**src/rtl/axil_pkg.sv**
```systemverilog
`default_nettype none
// ============================================================================
// Module   : axil_pkg
// Brief    : Shared AXI-Lite response codes used by the write-path blocks.
// Revision : 1.0 - initial release
// ============================================================================
package axil_pkg;

  typedef logic [1:0] axil_resp_t;

  localparam axil_resp_t RESP_OKAY   = 2'b00;
  localparam axil_resp_t RESP_SLVERR = 2'b10;

endpackage : axil_pkg
`default_nettype wire

```
**src/rtl/axil_wr_ext_q_fifo.sv**
```systemverilog
`default_nettype none
// ============================================================================
// Module   : fifo
// Brief    : Small synchronous FIFO. A push while full is accepted when a pop
//            happens in the same cycle. dout reads as zero while empty.
// Revision : 1.0 - initial release
// ============================================================================
module fifo #(
  parameter int WIDTH = 8,
  parameter int DEPTH = 2
) (
  input  logic             clk,
  input  logic             rst_n,
  input  logic             psh,
  input  logic [WIDTH-1:0] din,
  input  logic             pop,
  output logic [WIDTH-1:0] dout,
  output logic             dout_val,
  output logic             full
);

  localparam int C_PTR_W = (DEPTH > 1) ? $clog2(DEPTH) : 1;
  localparam int C_CNT_W = $clog2(DEPTH + 1);
  localparam logic [C_PTR_W-1:0] C_LAST = C_PTR_W'(DEPTH - 1);

  logic [WIDTH-1:0]   mem_q [DEPTH];
  logic [C_PTR_W-1:0] wr_ptr_q, wr_ptr_d;
  logic [C_PTR_W-1:0] rd_ptr_q, rd_ptr_d;
  logic [C_CNT_W-1:0] cnt_q, cnt_d;
  logic               w_do_psh;
  logic               w_do_pop;

  assign dout_val = (cnt_q != '0);
  assign full     = (cnt_q == C_CNT_W'(DEPTH));
  assign w_do_pop = pop && dout_val;
  assign w_do_psh = psh && (!full || w_do_pop);
  assign dout     = dout_val ? mem_q[rd_ptr_q] : '0;

  // Pointer wrap and occupancy bookkeeping.
  always_comb begin
    wr_ptr_d = wr_ptr_q;
    rd_ptr_d = rd_ptr_q;
    cnt_d    = cnt_q;
    if (w_do_psh) wr_ptr_d = (wr_ptr_q == C_LAST) ? '0 : wr_ptr_q + C_PTR_W'(1);
    if (w_do_pop) rd_ptr_d = (rd_ptr_q == C_LAST) ? '0 : rd_ptr_q + C_PTR_W'(1);
    case ({w_do_psh, w_do_pop})
      2'b10:   cnt_d = cnt_q + C_CNT_W'(1);
      2'b01:   cnt_d = cnt_q - C_CNT_W'(1);
      default: cnt_d = cnt_q;
    endcase
  end

  // Control state; reset empties the queue.
  always_ff @(posedge clk) begin
    if (!rst_n) begin
      wr_ptr_q <= '0;
      rd_ptr_q <= '0;
      cnt_q    <= '0;
    end else begin
      wr_ptr_q <= wr_ptr_d;
      rd_ptr_q <= rd_ptr_d;
      cnt_q    <= cnt_d;
    end
  end

  // Storage array; contents are don't-care until written.
  always_ff @(posedge clk) begin
    if (w_do_psh) mem_q[wr_ptr_q] <= din;
  end

endmodule : fifo
`default_nettype wire

```
**src/rtl/axil_wr_ext_q.sv**
```systemverilog
`default_nettype none
// ============================================================================
// Module   : axil_wr_ext_q
// Brief    : AXI-Lite write slave that queues in-window writes towards an
//            external write port and returns B responses either at accept
//            (posted) or on external completion (non-posted).
// Revision : 1.0 - initial release
// ============================================================================
module axil_wr_ext_q
  import axil_pkg::*;
#(
  parameter int                    DATA_WIDTH = 32,
  parameter int                    ADDR_WIDTH = 32,
  parameter int                    STRB_WIDTH = DATA_WIDTH / 8,
  parameter logic [ADDR_WIDTH-1:0] MEM_BASE   = 32'h10000000,
  parameter int                    MEM_SIZE   = 256,
  parameter int                    DEPTH      = 2,
  parameter int                    RSP_DEPTH  = 2,
  parameter int                    POSTED     = 1
) (
  input  logic                        clk,
  input  logic                        rst_n,
  input  logic [ADDR_WIDTH-1:0]       axi_awaddr,
  input  logic                        axi_awvalid,
  output logic                        axi_awready,
  input  logic [DATA_WIDTH-1:0]       axi_wdata,
  input  logic [STRB_WIDTH-1:0]       axi_wstrb,
  input  logic                        axi_wvalid,
  output logic                        axi_wready,
  output logic [1:0]                  axi_bresp,
  output logic                        axi_bvalid,
  input  logic                        axi_bready,
  output logic                        ext_wr_req,
  output logic [$clog2(MEM_SIZE)-1:0] ext_wr_addr,
  output logic [DATA_WIDTH-1:0]       ext_wr_dat,
  output logic [STRB_WIDTH-1:0]       ext_wen,
  input  logic                        ext_rsp_val,
  input  logic                        ext_rsp_err
);

  localparam int C_OFF_W = $clog2(MEM_SIZE);
  localparam int C_REQ_W = C_OFF_W + DATA_WIDTH + STRB_WIDTH;
  localparam int C_CNT_W = $clog2(RSP_DEPTH + 1);
  localparam logic [ADDR_WIDTH-1:0] C_WIN_MASK = ~ADDR_WIDTH'(MEM_SIZE - 1);

  logic                  aw_held_q, aw_held_d;
  logic [ADDR_WIDTH-1:0] awaddr_q, awaddr_d;
  logic                  w_held_q, w_held_d;
  logic [DATA_WIDTH-1:0] wdata_q, wdata_d;
  logic [STRB_WIDTH-1:0] wstrb_q, wstrb_d;
  logic [C_CNT_W-1:0]    resp_used_q, resp_used_d;

  logic               w_in_range;
  logic               w_rsp_ok;
  logic               w_fire_in;
  logic               w_fire_out;
  logic               w_fire;
  logic               w_req_full;
  logic               w_req_val;
  logic [C_REQ_W-1:0] w_req_dout;
  logic               w_ext_pop;
  logic               w_b_psh;
  logic [1:0]         w_b_din;
  logic               w_b_pop;
  logic               w_b_full;

  assign axi_awready = !aw_held_q;
  assign axi_wready  = !w_held_q;

  assign w_in_range = ((awaddr_q & C_WIN_MASK) == MEM_BASE);
  // The B-FIFO term is redundant with the credit count but keeps the queue
  // safe even if the credit accounting is ever changed.
  assign w_rsp_ok   = (resp_used_q < C_CNT_W'(RSP_DEPTH)) && (!w_b_full || w_b_pop);
  assign w_fire_in  = aw_held_q && w_held_q && w_in_range && !w_req_full && w_rsp_ok;
  // Non-posted error responses wait for the request queue to drain so that
  // B responses stay in pairing order.
  assign w_fire_out = aw_held_q && w_held_q && !w_in_range && w_rsp_ok &&
                      ((POSTED != 0) || !w_req_val);
  assign w_fire     = w_fire_in || w_fire_out;

  assign w_ext_pop  = ext_rsp_val && w_req_val;
  assign w_b_pop    = axi_bvalid && axi_bready;

  assign ext_wr_req = w_req_val;
  assign {ext_wr_addr, ext_wr_dat, ext_wen} = w_req_dout;

  // Select the B-queue push source for the configured response mode.
  always_comb begin
    w_b_psh = 1'b0;
    w_b_din = RESP_OKAY;
    if (POSTED != 0) begin
      w_b_psh = w_fire;
      w_b_din = w_fire_in ? RESP_OKAY : RESP_SLVERR;
    end else begin
      w_b_psh = w_fire_out || w_ext_pop;
      w_b_din = (w_fire_out || ext_rsp_err) ? RESP_SLVERR : RESP_OKAY;
    end
  end

  // Next state of the AW/W holding registers and the response credit count.
  always_comb begin
    aw_held_d   = aw_held_q;
    awaddr_d    = awaddr_q;
    w_held_d    = w_held_q;
    wdata_d     = wdata_q;
    wstrb_d     = wstrb_q;
    resp_used_d = resp_used_q;
    if (w_fire) begin
      aw_held_d = 1'b0;
      w_held_d  = 1'b0;
    end else begin
      if (axi_awvalid && !aw_held_q) begin
        aw_held_d = 1'b1;
        awaddr_d  = axi_awaddr;
      end
      if (axi_wvalid && !w_held_q) begin
        w_held_d = 1'b1;
        wdata_d  = axi_wdata;
        wstrb_d  = axi_wstrb;
      end
    end
    case ({w_fire, w_b_pop})
      2'b10:   resp_used_d = resp_used_q + C_CNT_W'(1);
      2'b01:   resp_used_d = resp_used_q - C_CNT_W'(1);
      default: resp_used_d = resp_used_q;
    endcase
  end

  // Holding registers and credit count; reset drops everything in flight.
  always_ff @(posedge clk) begin
    if (!rst_n) begin
      aw_held_q   <= 1'b0;
      awaddr_q    <= '0;
      w_held_q    <= 1'b0;
      wdata_q     <= '0;
      wstrb_q     <= '0;
      resp_used_q <= '0;
    end else begin
      aw_held_q   <= aw_held_d;
      awaddr_q    <= awaddr_d;
      w_held_q    <= w_held_d;
      wdata_q     <= wdata_d;
      wstrb_q     <= wstrb_d;
      resp_used_q <= resp_used_d;
    end
  end

  fifo #(
    .WIDTH (C_REQ_W),
    .DEPTH (DEPTH)
  ) u_req_fifo (
    .clk      (clk),
    .rst_n    (rst_n),
    .psh      (w_fire_in),
    .din      ({awaddr_q[C_OFF_W-1:0], wdata_q, wstrb_q}),
    .pop      (w_ext_pop),
    .dout     (w_req_dout),
    .dout_val (w_req_val),
    .full     (w_req_full)
  );

  fifo #(
    .WIDTH (2),
    .DEPTH (RSP_DEPTH)
  ) u_b_fifo (
    .clk      (clk),
    .rst_n    (rst_n),
    .psh      (w_b_psh),
    .din      (w_b_din),
    .pop      (w_b_pop),
    .dout     (axi_bresp),
    .dout_val (axi_bvalid),
    .full     (w_b_full)
  );

endmodule : axil_wr_ext_q
`default_nettype wire

```
**config.mk**
```make
export PLATFORM = sky130hd
export DESIGN_NAME = axil_wr_ext_q
export DESIGN_NICKNAME = d
export VERILOG_FILES = /design/src/rtl/axil_pkg.sv /design/src/rtl/axil_wr_ext_q_fifo.sv /design/src/rtl/axil_wr_ext_q.sv
export SDC_FILE = /design/constraint.sdc
export NUM_CORES = 1
export LEC_CHECK = 0
export BUFFER_PORTS_ARGS = -buffer_cell sky130_fd_sc_hd__buf_2
export CELL_PAD_IN_SITES_DETAIL_PLACEMENT = 1
export CELL_PAD_IN_SITES_GLOBAL_PLACEMENT = 2
export CORE_MARGIN = 1.5
export CORE_UTILIZATION = 32
export DETAILED_ROUTE_END_ITERATION = 7
export PLACE_DENSITY = 0.72
export SLEW_MARGIN = 10
export SYNTH_ARGS = -nofsm -noshare
export SYNTH_HDL_FRONTEND = slang
export SYNTH_HIERARCHICAL = 1
export SYNTH_SLANG_ARGS = --single-unit
export TNS_END_PERCENT = 20
```
**constraint.sdc**
```tcl
create_clock -name clk -period 4.5 [get_ports clk]
set_clock_uncertainty 0.2 [all_clocks]
set_input_delay 0.675 -clock clk [delete_from_list [all_inputs] [get_ports clk]]
set_output_delay 0.675 -clock clk [all_outputs]
set_load 0.1 [all_outputs]
```
==> run_results.csv <==
group,metric,value,unit
run_status,status,"complete, no violations",
placed_design,numPortBuffers,123,
power_and_ir_drop,p_leak,3.06,nW
critical_path,path_cells,"nand2b_1, inv_1, a21boi_1, or2_2, nor4_1, o21ai_1, nor2_4, buf_12",
power_and_ir_drop,p_seq_frac,0.509,
cells_and_area,drive_above_1_share,0.244,
grt,antenna_found_initial,2,
detailed_routing,drt_iter0_markers,171,
clocking,cts_max_level,4,
grt,grt_usage,0.147,
die,core-area,20300,um^2
placed_design,dp_cells,960,
timing,worst_pin_slew,1.18,ns
critical_path,critical_path_required,4.41,ns
grt,grt_pass1_vias,4886,
die,dieArea,21600,um^2
clocking,cts.clk_slew.worst_paths,0.07,ns
critical_path,critPathMaxFanout,32,
die,boundaryPins,125,
clocking,ctsHoldBuffers,0,
timing,finalCritPeriodShare,0.770,
clocking,cts_root_buf,"clkbuf_16",
detailed_routing,dr.pass1.iters,6,
placed_design,dp_hpwl,10200,um
critical_path,slowest_delay,0.63,ns
clocking,cts_buffers,17,
die,rows,52,
grt,grt_pass1_wl,24600,um
critical_path,critPathArrivalTime,3.38,ns
critical_path,cp_slowest_cell,"nor4_1",
synth,syn_inst,592,
power_and_ir_drop,ir_worst_vdd,0.263,mV
cells_and_area,finalInstanceArea,8150,um^2
critical_path,r2r_slack,1.03,ns
die,start_util,0.327,
cells_and_area,finalNonFillerCells,993,
clocking,cts.path.max_buffers,2,
synth,yosys_warnings,6,
grt,overflow,0,
synth,avgSynthCellArea,11.2,um^2
run,maxCapViolCount,0,
timing,fmax,0.288,GHz
cells_and_area,final_common_cell,"nand2_1",
synth,yosysTopAreaCell,"edfxtp_1",
synth,synth_area_leaders,"edfxtp_1 (42%), dfxtp_1 (25%), nand2_1 (8.0%)",
detailed_routing,vias,4571,
cells_and_area,fin_nets,786,
power_and_ir_drop,power_switching,0.000765,W
hold_path,worst_hold_path_type,"flop to flop",
timing,hold_viol,0,
die,die_w,147,um
power_and_ir_drop,netSwitchingFraction,0.223,
synth,ys_types,40,
power_and_ir_drop,combPwrFrac,0.057,
detailed_routing,routed_wl,15200,um
critical_path,start_kind,"flop",
power_and_ir_drop,pwr-share-clk,0.435,
synth,synth_top_area_share,0.416,
power_and_ir_drop,powerDensity,420,nW/um^2
detailed_routing,avgRoutedWirePerCell,15.3,um
cells_and_area,most-common-layout-cells,"nand2_1 (142), buf_2 (123), edfxtp_1 (92)",
timing,layout_min_cycle_time,3.47,ns
synth,synth-edff-count,92,
synth,synthArstFlopShare,0,
synth,ys.flop_type,"edfxtp_1",
grt,grt_start_max_net_pins,59,
die,fp.dieH,147,um
clocking,cts_setup_buffers,0,
synth,synth-seq-area-share,0.664,
timing,rsz0062_at_grt,"false",
detailed_routing,final_antenna_net_count,0,
timing,finalSetupViolCount,0,
clocking,post_cts_resize_count,0,
clocking,clock-sinks,174,
detailed_routing,remaining_drc_errors,0,
placed_design,routabilityCongestion,0.755,
detailed_routing,routed_via_density,4.60,
clocking,cts_tree,"yes",
placed_design,placed_area,7550,um^2
critical_path,path_class,"flop to flop",
critical_path,worstSetupEndpointType,"flop",
cells_and_area,syn_to_final_growth,22.8,%
clocking,worstSkewPairLatency,0.42,ns
timing,slew_viol_final,0,
power_and_ir_drop,p_int,0.00266,W
timing,slew-limit-headroom,0.214,
synth,syn_area,6640,um^2
synth,synth_seq_cells,174,
## through the flow
step / hold WS, ns / util / total power, W / TNS (ns) / worst slack [ns]
2_1_floorplan: 0.225 / - / 0.00190 / -34.23 / -0.389
3_3_place_gp: 0.229 / 0.372 / 0.00196 / 0 / 1.00
3_5_place_dp: 0.238 / 0.372 / 0.00198 / 0 / 0.930
4_1_cts: 0.248 / 0.401 / 0.00348 / 0 / 1.01
5_1_grt: 0.259 / 0.401 / 0.00357 / 0 / 0.767
6_report: 0.249 / 0.401 / 0.00342 / 0 / 1.03
## cell usage after synthesis (all sizes together) (4+ instances only)
cell type  instances
nor2              55
a21oi             71
nand2b             5
o21ai              9
nor2b              4
mux2i             48
and2               7
xnor2              5
edfxtp            92
nor4               6
clkbuf            20
inv               11
nand2            142
buf               12
dfxtp             82
## area by class of cell
class                           count  area (um^2)
Multi-Input combinational cell    376         2080
Clock inverter                     12          163
Tap cell                          270          338
Clock buffer                       20          437
Antenna cell                        1         2.50
Fill cell                        2290        12200
Timing Repair Buffer              129          686
Sequential cell                   174         4410
Inverter                           11         41.3
## state kept, by name (all words and copies together) (netlist names), named ones only
signal / cells
u_b_fifo/mem_q: 4
resp_used_q: 2
aw_held_q: 1
wstrb_q: 4
u_req_fifo/cnt_q: 2
u_b_fifo/cnt_q: 2
w_held_q: 1
wdata_q: 32
u_b_fifo/wr_ptr_q: 1
u_req_fifo/wr_ptr_q: 1
u_req_fifo/rd_ptr_q: 1
u_b_fifo/rd_ptr_q: 1
u_req_fifo/mem_q: 88
awaddr_q: 32
## routing by layer
metal | track usage | routed length [um] | up-vias
met5 | 0 | 10 | -
met4 | 0.0505 | 129 | 2
met3 | 0.0404 | 855 | 11
met2 | 0.260 | 7560 | 110
met1 | 0.171 | 6670 | 2189
li1 | - | - | 2259
## power groups by stage
stage,clock (W),combinational (W),sequential (W)
6_report,0.00149,0.000194,0.00174
5_1_grt,0.00160,0.000219,0.00175
4_1_cts,0.00154,0.000200,0.00174
3_5_place_dp,0,0.000199,0.00178
3_3_place_gp,0,0.000193,0.00177
2_1_floorplan,0,0.000128,0.00177
## critical path: cells and delay by family, from the launching register on
family,cells,cell delay [ns]
compound gates,2,0.54
buf+inv,2,0.34
flops,1,0.41
simple gates,4,1.65
## cells by family (layout without fill, tap and decap cells)
logic type,count (synthesis),after routing,share of synthesized area
AND/OR/NAND/NOR,228,228,0.150
flip-flops,174,174,0.664
AO/OA/AOI/OAI,90,90,0.0737
multiplexers,48,48,0.0724
buffers and inverters,43,172,0.0281
XOR/XNOR,6,6,0.00792
adder cells (fa/ha/maj),2,2,0.00377
other,1,3,0.000565
## path summary, 6_finish.rpt
check / start / end / cells past startpoint
worst max-delay path: u_b_fifo/cnt_q[0] / u_req_fifo/mem_q[1][1] / 8
worst min-delay path: wdata_q[19] / u_req_fifo/mem_q[1][23] / 0
worst max register to register: u_b_fifo/cnt_q[0] / u_req_fifo/mem_q[1][1] / 8
worst min register to register: wdata_q[19] / u_req_fifo/mem_q[1][23] / 0
No activity file was read; power rests on OpenSTA's default activity.
